==> src/rtl/ps2_pkg.sv <==
// Shared scan-code constants, prefix FSM state type and byte classifiers for the
// PS/2 key tracker.
package ps2_pkg;

    localparam logic [7:0] SC_EXT  = 8'hE0;
    localparam logic [7:0] SC_BRK  = 8'hF0;
    localparam logic [7:0] SC_BAT  = 8'hAA;
    localparam logic [7:0] SC_ACK  = 8'hFA;
    localparam logic [7:0] SC_ECHO = 8'hEE;
    localparam logic [7:0] SC_RSND = 8'hFE;
    localparam logic [7:0] SC_PAUS = 8'hE1;
    localparam logic [7:0] SC_ERR0 = 8'h00;
    localparam logic [7:0] SC_ERRF = 8'hFF;
    localparam logic [7:0] SC_BATF = 8'hFC;

    localparam logic [7:0] KEY_LEFT  = 8'h6B;
    localparam logic [7:0] KEY_RIGHT = 8'h74;
    localparam logic [7:0] KEY_FIRE  = 8'h29;

    typedef enum logic [1:0] {
        IDLE    = 2'd0,
        EXT     = 2'd1,
        BRK     = 2'd2,
        EXT_BRK = 2'd3
    } ps2_state_t;

    // Keyboard housekeeping bytes: abandon any prefix but keep key state.
    function automatic logic is_ctrl_quiet(input logic [7:0] b);
        return (b == SC_BAT) || (b == SC_ACK) || (b == SC_ECHO) ||
               (b == SC_RSND) || (b == SC_PAUS);
    endfunction

    // Receiver/keyboard error bytes: key state can no longer be trusted.
    function automatic logic is_ctrl_err(input logic [7:0] b);
        return (b == SC_ERR0) || (b == SC_ERRF) || (b == SC_BATF);
    endfunction

endpackage

==> src/rtl/ps2_autofire.sv <==
// Repeat-strike generator: while fire is held, pulses strike every PERIOD cycles
// counted from the initial press.
module ps2_autofire #(
    parameter int PERIOD = 7500000
) (
    input  logic clk,
    input  logic reset,
    input  logic fire,
    output logic strike
);

    localparam int CNT_W = (PERIOD > 1) ? $clog2(PERIOD) : 1;
    localparam logic [CNT_W-1:0] CNT_LAST = CNT_W'(PERIOD - 1);

    logic [CNT_W-1:0] cnt;

    always_ff @(posedge clk) begin
        if (reset || !fire) begin
            cnt    <= '0;
            strike <= 1'b0;
        end else if (cnt == CNT_LAST) begin
            cnt    <= '0;
            strike <= 1'b1;
        end else begin
            cnt    <= cnt + 1'b1;
            strike <= 1'b0;
        end
    end

endmodule

==> src/rtl/ps2_key_tracker.sv <==
// PS/2 scan-code tracker for the left/right/fire game keys with prefix timeout.
// Define KEY_AUTOFIRE_EN to add repeat fire strikes while space is held.
module ps2_key_tracker
    import ps2_pkg::*;
#(
    parameter logic [7:0] LEFT_CODE      = KEY_LEFT,
    parameter logic [7:0] RIGHT_CODE     = KEY_RIGHT,
    parameter logic [7:0] FIRE_CODE      = KEY_FIRE,
    parameter int         PREFIX_TIMEOUT = 50000
`ifdef KEY_AUTOFIRE_EN
    ,
    parameter int         AUTOFIRE_PERIOD = 7500000
`endif
) (
    input  logic       clk,
    input  logic       reset,
    input  logic [7:0] scan_code,
    input  logic       scan_valid,
    output logic       left,
    output logic       right,
    output logic       fire,
    output logic       move_left,
    output logic       move_right,
    output logic       fire_strike,
    output logic       err,
    output ps2_state_t state
);

    localparam int TMO_W = $clog2(PREFIX_TIMEOUT);
    localparam logic [TMO_W-1:0] TMO_LAST = TMO_W'(PREFIX_TIMEOUT - 1);

    logic [TMO_W-1:0] tmo_cnt;
    logic             strike_q;

    // Every accepted byte leaves the FSM in IDLE unless it is a recognised prefix.
    always_ff @(posedge clk) begin
        if (reset) begin
            state    <= IDLE;
            tmo_cnt  <= '0;
            left     <= 1'b0;
            right    <= 1'b0;
            fire     <= 1'b0;
            strike_q <= 1'b0;
            err      <= 1'b0;
        end else begin
            strike_q <= 1'b0;
            err      <= 1'b0;
            if (scan_valid) begin
                tmo_cnt <= '0;
                state   <= IDLE;
                if (is_ctrl_err(scan_code)) begin
                    left  <= 1'b0;
                    right <= 1'b0;
                    fire  <= 1'b0;
                    err   <= 1'b1;
                end else if (!is_ctrl_quiet(scan_code)) begin
                    case (state)
                        IDLE: begin
                            if (scan_code == SC_EXT) begin
                                state <= EXT;
                            end else if (scan_code == SC_BRK) begin
                                state <= BRK;
                            end else if (scan_code == FIRE_CODE) begin
                                fire     <= 1'b1;
                                strike_q <= ~fire;
                            end
                        end
                        EXT: begin
                            if (scan_code == SC_BRK) begin
                                state <= EXT_BRK;
                            end else if (scan_code == LEFT_CODE) begin
                                left <= 1'b1;
                            end else if (scan_code == RIGHT_CODE) begin
                                right <= 1'b1;
                            end
                        end
                        BRK: begin
                            if (scan_code == FIRE_CODE) begin
                                fire <= 1'b0;
                            end
                        end
                        EXT_BRK: begin
                            if (scan_code == LEFT_CODE) begin
                                left <= 1'b0;
                            end else if (scan_code == RIGHT_CODE) begin
                                right <= 1'b0;
                            end
                        end
                        default: state <= IDLE;
                    endcase
                end
            end else if (state != IDLE) begin
                if (tmo_cnt == TMO_LAST) begin
                    state   <= IDLE;
                    tmo_cnt <= '0;
                    err     <= 1'b1;
                end else begin
                    tmo_cnt <= tmo_cnt + 1'b1;
                end
            end
        end
    end

    assign move_left  = left & ~right;
    assign move_right = right & ~left;

`ifdef KEY_AUTOFIRE_EN
    logic auto_strike;

    ps2_autofire #(
        .PERIOD (AUTOFIRE_PERIOD)
    ) u_autofire (
        .clk    (clk),
        .reset  (reset),
        .fire   (fire),
        .strike (auto_strike)
    );

    assign fire_strike = strike_q | auto_strike;
`else
    assign fire_strike = strike_q;
`endif

endmodule

==> config.mk <==
export PLATFORM = sky130hd
export DESIGN_NAME = ps2_key_tracker
export DESIGN_NICKNAME = d
export VERILOG_FILES = /design/src/rtl/ps2_pkg.sv /design/src/rtl/ps2_autofire.sv /design/src/rtl/ps2_key_tracker.sv
export SDC_FILE = /design/constraint.sdc
export NUM_CORES = 1
export LEC_CHECK = 0
export BUFFER_PORTS_ARGS = -buffer_cell sky130_fd_sc_hd__clkbuf_2
export CAP_MARGIN = 10
export CORE_MARGIN = 3
export CORE_UTILIZATION = 54
export DETAILED_ROUTE_END_ITERATION = 10
export PLACE_DENSITY = 0.77
export SYNTH_ARGS = -nofsm -noshare
export SYNTH_HDL_FRONTEND = slang
export SYNTH_SLANG_ARGS = --single-unit
export TNS_END_PERCENT = 50
==> constraint.sdc <==
create_clock -name clk -period 1.98 [get_ports clk]
set_input_delay 0.297 -clock clk [delete_from_list [all_inputs] [get_ports clk]]
set_output_delay 0.297 -clock clk [all_outputs]
set_load 0.03 [all_outputs]
# == Word-level counts from Yosys, hierarchy flattened ==
# Index checks and enable logic that the tools add are counted.
# word_totals
reg_bits,23
latchBits,0
ram_bits,0
mem_bits_ro,0
wordCells,98
mem_count,0
# classes
addsub,1
mul,0
div_mod_pow,0
magnitude_cmp,0
eq_ne,28
shifts,0
n_mux,35
n_bitwise,8
n_reduce_logical,19
# ops
cell,count
$eq A8 B8 Y1 const B,9
$ne A3 B3 Y1 const B,11
$mux W1,22
$add A16 B1 Y16 const B,1
$eq A16 B16 Y1 const B,1
$eq A8 B7 Y1 const B,2
$mux W16,1
$mux W2,8
$eq A8 B6 Y1 const B,1
$logic_not A8 Y1,1
$reduce_and A8 Y1,1
$reduce_or A8 Y1,1
$reduce_and A7 Y1,1
$logic_or A1 B1 Y1,6
$not A1 Y1,6
$pmux W1 S2,3
$reduce_and A6 Y1,1
$reduce_bool A2 Y1,3
$reduce_bool A3 Y1,2
$eq A2 B2 Y1 const B,2
$pmux W2 S2,1
$and A1 B1 Y1,2
$eq A2 B1 Y1 const B,1
$logic_not A2 Y1,1
3 further kinds,3

# == Longest topological paths before layout ==
# Gate-level depths: netlist (run 1).
# logic_depth
depth_word,8
mapped_depth,7
ltp_nobuf,6

# == Worst setup path before layout (run 1) ==
# No wires, ideal clock.
# synth_path
kind,register to register
from,reg state[0]
to,reg tmo_cnt[9]
setup_ns,0.115
arrival_time_ns,1.506
t_required_ns,1.865
setup_slack_ns,0.359
path_stages_with_launch,7
n_path_buf,1
period_less_slack_ns,1.621
cell_sequence,dfxtp_1 or2_2 buf_2 nor3b_2 and4_1 xnor2_1 nor2_1
# synth_via
elab_chain_cells,1
# synth_rtl
element,line_no,text
from (decl),ps2_key_tracker.sv:26,output ps2_state_t state
from (signal assigned),ps2_key_tracker.sv:38,state <= IDLE;
from (signal assigned),ps2_key_tracker.sv:50,state <= IDLE;
from (signal assigned),ps2_key_tracker.sv:60,state <= EXT;
$reduce_bool A2 Y1,ps2_key_tracker.sv:92,end else if (state != IDLE) begin
to (signal assigned),ps2_key_tracker.sv:98,tmo_cnt <= tmo_cnt + 1'b1;
to (decl),ps2_key_tracker.sv:32,logic [TMO_W-1:0] tmo_cnt;
# Every way passes these cells.
# A chain may end at the register's enable or synchronous reset.

# == Worst setup path in the final report (run 1) ==
# layout_path
from,reg tmo_cnt[6]
to,reg state[1]
# layout_via
elab_chain_cells,3
# layout_rtl
element,line_no,text
$eq A16 B16 Y1,ps2_key_tracker.sv:93,if (tmo_cnt == TMO_LAST) begin
$reduce_bool A2 Y1 (no line),--,
$reduce_and A2 Y1 (no line),--,
to (signal assigned),ps2_key_tracker.sv:70,state <= EXT_BRK;
to (signal assigned),ps2_key_tracker.sv:89,default: state <= IDLE;
to (signal assigned),ps2_key_tracker.sv:94,state <= IDLE;
# Every way passes these cells.

==> results of run 1 <==
-- final cells by class --
cell class              instances  area (um2)
multi-input cells             110         702
fillers                       163         674
flip-flops and latches         23         460
repair buffers                 21         110
well taps                      27        33.8
clock buffers                   4        26.3
inverters                       4        15.0
-- synthesized netlist by cell type (all sizes together) --
| master | count | area, um2 |
|---|---|---|
| or2 | 1 | 6.26 |
| nor2 | 24 | 97.6 |
| nand2b | 4 | 25.0 |
| nor3 | 2 | 10.0 |
| o22ai | 1 | 6.26 |
| xnor2 | 6 | 60.1 |
| ha | 1 | 12.5 |
| nor4 | 5 | 31.3 |
| nor2b | 2 | 12.5 |
| a21oi | 3 | 15.0 |
| dfxtp | 23 | 460 |
| buf | 3 | 17.5 |
| a22oi | 1 | 7.51 |
| and3 | 1 | 6.26 |
| nand2 | 12 | 45.0 |
| o311ai | 1 | 16.3 |
| or4 | 2 | 18.8 |
| a211oi | 1 | 7.51 |
| nor3b | 1 | 12.5 |
| nand4 | 6 | 37.5 |
| o211ai | 1 | 7.51 |
| a21o | 1 | 7.51 |
| inv | 4 | 15.0 |
| and2 | 2 | 12.5 |
| nand3 | 6 | 30.0 |
| nor4bb | 1 | 10.0 |
| and4 | 3 | 26.3 |
| mux2i | 1 | 10.0 |
| nand4b | 1 | 8.76 |
| xor2 | 11 | 96.3 |
| o21ai | 4 | 20.0 |
| a22o | 1 | 8.76 |
| nor4b | 1 | 8.76 |
| o2111ai | 1 | 15.0 |
| or3 | 2 | 12.5 |
-- routing by layer --
layer	vias to the layer above	GRT usage, %
met1	488	25.4
met5	-	0
met4	0	4.68
met3	2	6.76
met2	38	29.1
li1	537	-
-- state kept, by name (all words and copies together) (netlist names) --
name,count
state,2
fire_strike,1
left,1
fire,1
right,1
tmo_cnt,16
err,1
-- worst min-delay path by stage --
| stage | start | end | depth (start not counted) |
|---|---|---|---|
| floorplan | reset | err | 1 |
| CTS | reset | err | 2 |
| detailed placement | fire | fire_strike | 1 |
| finish | reset | err | 2 |
| global route | reset | err | 2 |
| global placement | fire | fire_strike | 1 |
-- worst max-delay path: stages, from the launching register on --
cell and delay, ns:
dfxtp_1 0.43, nor4b_1 0.28, nand4_1 0.15, nor3_1 0.23, or3_1 0.17, buf_4 0.15
o22ai_1 0.08
-- kinds of logic (layout without fill, tap and decap cells) --
| logic type | count (synthesis) | count (layout) | synth area share, % |
|---|---|---|---|
| muxes | 1 | 1 | 0.838 |
| DFF | 23 | 23 | 38.5 |
| adders and majority gates | 1 | 1 | 1.05 |
| xor gates and xnor gates | 17 | 17 | 13.1 |
| AOI/OAI and AO/OA | 15 | 15 | 9.32 |
| and+or+nand+nor | 76 | 76 | 34.5 |
| buffers and inverters | 7 | 29 | 2.72 |
-- power by group through the flow --
| stage | combinational, mW | clock [mW] | sequential, mW |
|---|---|---|---|
| global route | 0.0658 | 0.232 | 0.463 |
| floorplan | 0.0292 | 0 | 0.474 |
| global placement | 0.0571 | 0 | 0.473 |
| CTS | 0.0586 | 0.221 | 0.463 |
| finish | 0.0594 | 0.207 | 0.463 |
| detailed placement | 0.0585 | 0 | 0.473 |
==> summary.md, run 1 <==
| Metric | Value |
|---|---|
| Run status | `finished clean` |
| Int Pwr | `around 0.56 mW` |
| Clk sinks | `23` |
| Kind of critical path | `register to register` |
| Leakage power | `0.492 nW` |
| Flop pwr share | `63.4%` |
| Setup TNS | `0 ns` |
| Diode count | `0` |
| Clock transition at the registers of the reported paths | `0.12 ns` |
| Critical path startpoint | `tmo_cnt[6]` |
| Comb power frac | `8.1%` |
| Ys Warns | `0` |
| Maximum vdd drop | `0.506 mV` |
| Syn_area_per_cell | `8.53 um2` |
| Routed length on met3 | `172 um` |
| R2r worst-path depth | `6` |
| Arrival time at the worst endpoint | `1.80 ns` |
| Top achievable clock speed | `617 MHz` |
| Ports | `20` |
| Worst r2r src | `tmo_cnt[6]` |
| Row cnt | `16` |
| Routed met1 length | `1110 um` |
| Skew final | `approximately 0.0054 ns` |
| Die W | `about 53 um` |
| Die height | `approximately 53 um` |
| GPL Wtd Cong | `between 1 and 1.5` |
| CORE AREA | `0.00202 mm2` |
| Final worst path period share | `between 80% and 90%` |
| Design area | `approximately 0.0013 mm2` |
| H-tree levels | `1` |
| Layout Cells excl Fill | `189` |
| Vias in the first global route | `a little over 900` |
| Cell variety after synth | `39` |
| Post-layout minimum cycle time | `1.62 ns` |
| First-pass GRT wire length | `3940 um` |
| Post-synthesis register bit count | `23` |
| Worst Hold Class | `input port to register` |
| Routed Antenna Nets | `0` |
| Pre-CTS setup slack | `0.310 ns` |
| Post-route DRC | `0` |
| Num CTS Buffers | `3` |
| Switching share of total power | `22.7%` |
| CTS Root Cell | `clkbuf_4` |
| CTS Hold Bufs | `0` |
| RSZ-0062 raised after global routing | `false` |
| Post-synthesis cell area | `0.00119 mm2` |
| Synth Instances | `140` |
| Flop2flop setup slack | `0.36 ns` |
| GRT Total Usage | `19.1%` |
| Via density | `5.63` |
| Largest net degree at the start of global routing | `13` |
| Syn Nets | `152` |
| Setup bufs post-CTS | `0` |
| Register area share after synthesis | `38.5%` |
| Vias post-DR | `between 1000 and 1500` |
| Placed cell count | `around 190` |
| Max_slew headroom | `between 60 and 70%` |
| Commonest non-fill, non-tap cells in the layout | `nor2_1 (23), dfxtp_1 (23), clkbuf_2 (19)` |
| Drt wl/cell | `12.3 um` |
| CP startpoint kind | `register` |
| WHS | `0.239 ns` |
| CP endpoint kind | `register` |
| Max cap viols | `0` |
| Final setup fails | `0` |
| Clock Power Share | `between 20% and 30%` |
| Maximum clock path buffer count | `2` |
| CTS tree | `yes` |
| Total power | `0.730 mW` |
| Crit path to | `state[1]` |
| Layout cells sized above 1 | `19.1%` |
| Drt pass-1 iters | `4` |
| Final Util | `between 60% and 70%` |
| Required @ worst endpoint | `2.16 ns` |
| Final Max Slew Viols | `0` |
| Post-DP Area | `around 0.0013 mm2` |
| Initial antenna violation count | `0` |
| Sw Pwr | `0.166 mW` |
| Worst setup margin | `approximately 0.36 ns` |
| Worst slew pin tran | `0.505 ns` |
| Starting Density | `59.1%` |
| Detailed-route wire length | `about 2300 um` |
| P per Cell Area | `542 mW/mm2` |
| Buffers on Ports | `19` |
| # resized after CTS | `0` |
| DRT iter0 DRCs | `56` |
| Met2 Wirelength | `1030 um` |
| Overflow left after global routing | `0` |
| Hold Fails Final Rpt | `0` |
| Clock Latency Late Sink | `0.30 ns` |
| Synth-to-Final Area Change | `12.8%` |
| Die area | `0.00281 mm2` |
| FF-to-FF End | `state[1]` |
| Final nets | `~180` |
| Critical path fanouts, max | `8` |
| HPWL Detailed | `approximately 1800 um` |
| Uppermost layer routed | `met4` |
Power figures use the tool's default switching activity.
==> run 2: changes to the inputs <==
==> constraint.sdc (replaced) <==
create_clock -name clk -period 1.6 [get_ports clk]
set_input_delay 0.24 -clock clk [delete_from_list [all_inputs] [get_ports clk]]
set_output_delay 0.24 -clock clk [all_outputs]
set_load 0.03 [all_outputs]
==> summary.md, run 2 (synthesis gave the netlist of run 1 again) <==
| Metric | Value |
|---|---|
| Run status | `finished clean` |
| Worst slew pin tran | `0.501 ns` |
| Post-layout minimum cycle time | `about 1.5 ns` |
| Crit-path max cell delay | `0.36 ns` |
| Max_slew headroom | `66.3%` |
| CP endpoint kind | `register` |
| Maximum clock path buffer count | `2` |
| Layout cells sized above 1 | `26.7%` |
| Die area | `0.00281 mm2` |
| Int Pwr | `0.700 mW` |
| CORE AREA | `0.00202 mm2` |
| Overflow left after global routing | `0` |
| Skew final | `0.00239 ns` |
| Vias in the first global route | `983` |
| Final worst path period share | `92.6%` |
| Buffers on Ports | `19` |
| Layout Cells excl Fill | `199` |
| Initial antenna violation count | `0` |
| Die height | `53.0 um` |
| CTS Root Cell | `clkbuf_4` |
| Biggest register | `tmo_cnt` |
| Final Max Slew Viols | `0` |
| HPWL Detailed | `1870 um` |
| GPL Wtd Cong | `0.822` |
| Vias post-DR | `1066` |
| Worst path cell trace | `ha_1 > o2111ai_2 > nor3_2 > or3_4 > buf_4 > nor2_1` |
| Leakage power | `0.569 nW` |
| Arrival time at the worst endpoint | `1.73 ns` |
| Clock transition at the registers of the reported paths | `0.13 ns` |
| Synth-to-Final Area Change | `20.7%` |
| Clk sinks | `23` |
| Routed Antenna Nets | `0` |
| Diode count | `0` |
| Switching share of total power | `23.9%` |
| Flop pwr share | `~62%` |
| Die W | `roughly 53 um` |
| Commonest non-fill, non-tap cells in the layout | `nor2_1 (23), dfxtp_1 (21), clkbuf_2 (19)` |
| Clock Latency Late Sink | `0.30 ns` |
| Drt wl/cell | `12.0 um` |
| Required @ worst endpoint | `1.85 ns` |
| Top achievable clock speed | `675 MHz` |
| Max cap viols | `0` |
| Final nets | `185` |
| Filler cells | `~180` |
| Clock Power Share | `28.9%` |
| CTS Hold Bufs | `0` |
| Num CTS Buffers | `3` |
| Final setup fails | `0` |
| Ports | `20` |
| First-pass GRT wire length | `between 4000 and 5000 um` |
| Sw Pwr | `0.220 mW` |
| Kind of critical path | `register to register` |
| Max reg flops | `16` |
| Comb power frac | `8.8%` |
| Slowest-stage cell, CP | `or3_4` |
| DRT iter0 DRCs | `27` |
| Largest net degree at the start of global routing | `14` |
| GRT Total Usage | `19.4%` |
| Setup bufs post-CTS | `0` |
| H-tree levels | `1` |
| Hold Fails Final Rpt | `0` |
| Placed cell count | `195` |
| Largest regs | `tmo_cnt x16, state x2` |
| Commonest non-fill, non-tap cell in the layout | `nor2_1` |
| P per Cell Area | `638 mW/mm2` |
| Detailed-route wire length | `approximately 2400 um` |
| CP startpoint kind | `register` |
| Critical path fanouts, max | `10` |
| Starting Density | `59.1%` |
| Post-route DRC | `0` |
| Drt pass-1 iters | `4` |
| Via density | `5.36` |
| Maximum vdd drop | `between 0.5 and 0.6 mV` |
| CTS tree | `yes` |
| Worst Hold Class | `input port to register` |
| Row cnt | `16` |
| Pre-CTS setup slack | `-0.0149 ns` |
| Worst setup margin | `0.118 ns` |
run 2: critical path: cells and delay by family, from the launching register on:
kind	cells	cell delay (ns)
flops	1	0.34
simple gates	3	0.56
fa+ha+maj	1	0.22
compound gates	1	0.13
buf+inv	1	0.19
run 2: layout make-up:
cell class | instances | area (um2) | area share (%)
Inverter | 4 | 15.0 | 1.04
Clock buffer | 3 | 22.5 | 1.56
Timing Repair Buffer | 31 | 185 | 12.8
Tap cell | 27 | 33.8 | 2.34
Clock inverter | 1 | 5.00 | 0.347
Sequential cell | 23 | 463 | 32.1
Multi-Input combinational cell | 110 | 718 | 49.8
run 2: power by group through the flow:
stage	logic (mW)	registers, mW	clock network, mW
after floorplan	0.0362	0.586	0
after global placement	0.0759	0.586	0
after detailed placement	0.0783	0.586	0
after CTS	0.0787	0.573	0.274
after global routing	0.0883	0.573	0.296
final	0.0806	0.573	0.266
run 2: path summary, 6_finish.rpt:
path | startpoint | endpoint | slack (ns) | depth (start not counted)
worst max-delay path | tmo_cnt[0] | tmo_cnt[8] | 0.12 | 6
worst min-delay path | reset | err | 0.18 | 2
worst max register to register | tmo_cnt[0] | tmo_cnt[8] | 0.12 | 6
worst min register to register | fire | fire_strike | 0.45 | 1
run 2: layer usage:
| layer | wire length [um] | track usage, % |
|---|---|---|
| met2 | 1100 | 32.9 |
| met3 | 105 | 2.54 |
| met1 | 1180 | 25.7 |
| met5 | 0 | 0 |
| met4 | 8 | 5.11 |
run 2: what timing repair did:
action,in CTS,in global routing
resized for setup,0,3
endpoints found under the setup margin,0,18
hold endpoints to repair,0,0
run 2: metrics by stage:
stage | instance area, um2 | utilization [%] | hold WS [ns] | TNS, ns | total power, mW
after floorplan | 1200 | - | 0.309 | 0 | 0.622
after global placement | 1400 | 69.2 | 0.421 | 0 | 0.662
after detailed placement | 1400 | 69.2 | 0.438 | -0.0149 | 0.664
after CTS | 1430 | 70.5 | 0.176 | 0 | 0.926
after global routing | 1440 | 71.3 | 0.201 | -0.0251 | 0.958
final | 1440 | 71.3 | 0.182 | 0 | 0.920
==> run 3: changes to the inputs <==
--- a/config.mk
+++ b/config.mk
@@ -5,12 +5,15 @@
 export SDC_FILE = /design/constraint.sdc
 export NUM_CORES = 1
 export LEC_CHECK = 0
+export ABC_AREA = 1
 export BUFFER_PORTS_ARGS = -buffer_cell sky130_fd_sc_hd__clkbuf_2
 export CAP_MARGIN = 10
 export CORE_MARGIN = 3
-export CORE_UTILIZATION = 54
+export CORE_UTILIZATION = 55
 export DETAILED_ROUTE_END_ITERATION = 10
 export PLACE_DENSITY = 0.77
+export SETUP_SLACK_MARGIN = 0.15
+export SKIP_LAST_GASP = 1
 export SYNTH_ARGS = -nofsm -noshare
 export SYNTH_HDL_FRONTEND = slang
 export SYNTH_SLANG_ARGS = --single-unit
==> summary.md, run 3 <==
| Metric | Value |
|---|---|
| Run status | `finished clean` |
| Die area | `0.00327 mm2` |
| Required @ worst endpoint | `1.87 ns` |
| Setup TNS | `0 ns` |
| Clock Power Share | `30.0%` |
| First-pass GRT wire length | `~5600 um` |
| Max_slew headroom | `77.2%` |
| Drt pass-1 iters | `4` |
| Post-route DRC | `0` |
| Diode count | `0` |
| Final Max Slew Viols | `0` |
| P per Cell Area | `roughly 530 mW/mm2` |
| CP endpoint kind | `register` |
| H-tree levels | `1` |
| Ys Warns | `0` |
| Switching share of total power | `26.7%` |
| Number of synthesized flops with an enable pin | `0` |
| Initial antenna violation count | `0` |
| Most common cell in the synthesized netlist | `nand2_1` |
| Maximum clock path buffer count | `2` |
| Num CTS Buffers | `3` |
| Final setup fails | `0` |
| Post-synthesis register bit count | `23` |
| Post-synthesis cell area | `0.00144 mm2` |
| Final Util | `76.1%` |
| Routed Antenna Nets | `0` |
| CTS Hold Bufs | `0` |
| Crit-path max cell delay | `0.39 ns` |
| DRT iter0 DRCs | `54` |
| Arrival time at the worst endpoint | `1.64 ns` |
| CORE AREA | `0.00234 mm2` |
| Final worst path period share | `85.8%` |
| Dominant cells by area after synthesis | `dfxtp_1 (32%), nand2_1 (13%), nor2_1 (12%), inv_1 (9.1%), nand3_1 (6.3%)` |
| Overflow left after global routing | `0` |
| Clk sinks | `23` |
| Int Pwr | `0.692 mW` |
| Top cells by count, synth | `nand2_1 (49), nor2_1 (47), inv_1 (35)` |
| Clock Latency Late Sink | `0.33 ns` |
| Sequential cell area | `a little under 500 um2` |
| Detailed-route wire length | `3550 um` |
| Slowest-stage cell, CP | `dfxtp_4` |
| Syn_area_per_cell | `around 6.2 um2` |
| Drt wl/cell | `~12 um` |
| Max reg flops | `16` |
| Share of the synthesized area in the top cell type | `31.9%` |
| Async SR Flop Fraction | `0%` |
| Skew final | `0.00225 ns` |
| Maximum vdd drop | `0.605 mV` |
| CTS Root Cell | `clkbuf_4` |
| Kind of critical path | `register to register` |
| Biggest register | `tmo_cnt` |
| Hold Fails Final Rpt | `0` |
| Vias post-DR | `1585` |
| Vias in the first global route | `1388` |
| Cell variety after synth | `26` |
| Worst Hold Class | `input port to register` |
| Largest net degree at the start of global routing | `14` |
| Largest regs | `tmo_cnt x16, state x2` |
| Area occupied by multi-input gates | `885 um2` |
| Synth Instances | `231` |
| Total power | `0.943 mW` |
| GPL Wtd Cong | `roughly 0.86` |
| Via density | `5.39` |
| Worst slew pin tran | `roughly 0.34 ns` |
| Leading area contributor after synthesis | `dfxtp_1` |
| RSZ-0062 raised after global routing | `true` |
| GRT Total Usage | `around a fifth` |
| Sw Pwr | `about 0.25 mW` |
| Clock transition at the registers of the reported paths | `0.13 ns` |
| Layout cells sized above 1 | `25.2%` |
| Worst path cell trace | `ha_4 > nand2_2 > nor2_8 > nand3_4 > nor2_4 > buf_4 > nand2_1 > a21oi_1` |
| Die height | `~57 um` |
| Dominant delay contributor by cell family on the critical path | `simple AND/OR/NAND/NOR gates` |
| Row cnt | `17` |
| Leakage power | `0.834 nW` |
| CP startpoint kind | `register` |
| HPWL Detailed | `around 2500 um` |
| CTS tree | `yes` |
| Final nets | `279` |
| Commonest non-fill, non-tap cells in the layout | `nand2_1 (46), nor2_1 (45), inv_1 (35)` |
| Filler cells | `about 200` |
| Max cap viols | `0` |
| Buffers on Ports | `19` |
| Die W | `around 57 um` |
| Top_reg_cell synth | `dfxtp_1` |
| Flop pwr share | `between 60% and 70%` |
| Ports | `20` |
| WHS | `0.120 ns` |
| Top achievable clock speed | `728 MHz` |
| Starting Density | `~62%` |
| Register area share after synthesis | `31.9%` |
| CP bufs+invs | `1` |
| Syn Nets | `243` |
| Post-layout minimum cycle time | `1.37 ns` |
| Critical path fanouts, max | `3` |
| Synth-to-Final Area Change | `23.6%` |
| Commonest non-fill, non-tap cell in the layout | `nand2_1` |
| Comb power frac | `roughly a tenth` |
-- run 3: cell types whose count changed in the layout (fill, tap and decap cells not counted), sizes merged, moves of 4 or more --
cell,before,now
nand2,12,51
inv,4,36
nor2,24,52
nand3,6,20
nor3,2,12
xor2,11,3
a21oi,3,10
nand4,6,13
xnor2,6,0
nand2b,4,0
-- run 3: kinds of logic (layout without fill, tap and decap cells) --
group | count (synthesis) | after routing | share of synthesized area (%)
AO/OA/AOI/OAI | 15 | 15 | 5.47
XOR/XNOR | 3 | 3 | 1.82
adder cells (fa/ha/maj) | 1 | 1 | 0.868
buffers and inverters | 38 | 73 | 10.4
flip-flops | 23 | 23 | 31.9
AND/OR/NAND/NOR | 151 | 151 | 49.5
-- run 3: through the flow --
step                      area [um2]  instances  worst slack (ns)
after floorplan                 1440        231             0.187
after global placement          1570        278             0.157
after detailed placement        1570        278            0.0666
after CTS                       1640        283             0.149
after global routing            1780        294             0.128
final                           1780        294             0.227
-- run 3: final timing paths --
check             startpoint          end  slack, ns  cells past startpoint
setup / recovery  tmo_cnt[0]   tmo_cnt[8]       0.23                      8
hold / removal         reset     state[0]       0.12                      2
setup reg to reg  tmo_cnt[0]   tmo_cnt[8]       0.23                      8
hold reg to reg         fire  fire_strike       0.46                      1
-- run 3: power by group through the flow --
| stage | sequential [mW] | clock (mW) | combinational (mW) |
|---|---|---|---|
| after global routing | 0.567 | 0.304 | 0.106 |
| after floorplan | 0.591 | 0 | 0.0480 |
| final | 0.566 | 0.283 | 0.0939 |
| after CTS | 0.575 | 0.283 | 0.0898 |
| after global placement | 0.588 | 0 | 0.0804 |
| after detailed placement | 0.588 | 0 | 0.0832 |
-- run 3: layer usage --
metal | vias to the layer above | share of wire, % | global-route usage [%]
li1 | 810 | - | -
met1 | 724 | 47 | 28.0
met2 | 46 | 46 | 34.6
met3 | 5 | 5.4 | 4.75
met4 | 0 | 1.1 | 5.63
met5 | - | 0 | 0
-- run 3: area by class of cell --
cell class	instances	share of cell area [%]
multi-input cells	170	49.6
flip-flops and latches	23	27.3
repair buffers	33	11.9
inverters	36	7.58
well taps	28	1.97
clock buffers	3	1.26
clock inverters	1	0.281
-- run 3: timing repair --
action,in CTS,in global routing
resized for setup,6,21
setup buffers,1,11
pin swaps,1,9
setup endpoints to repair,5,13
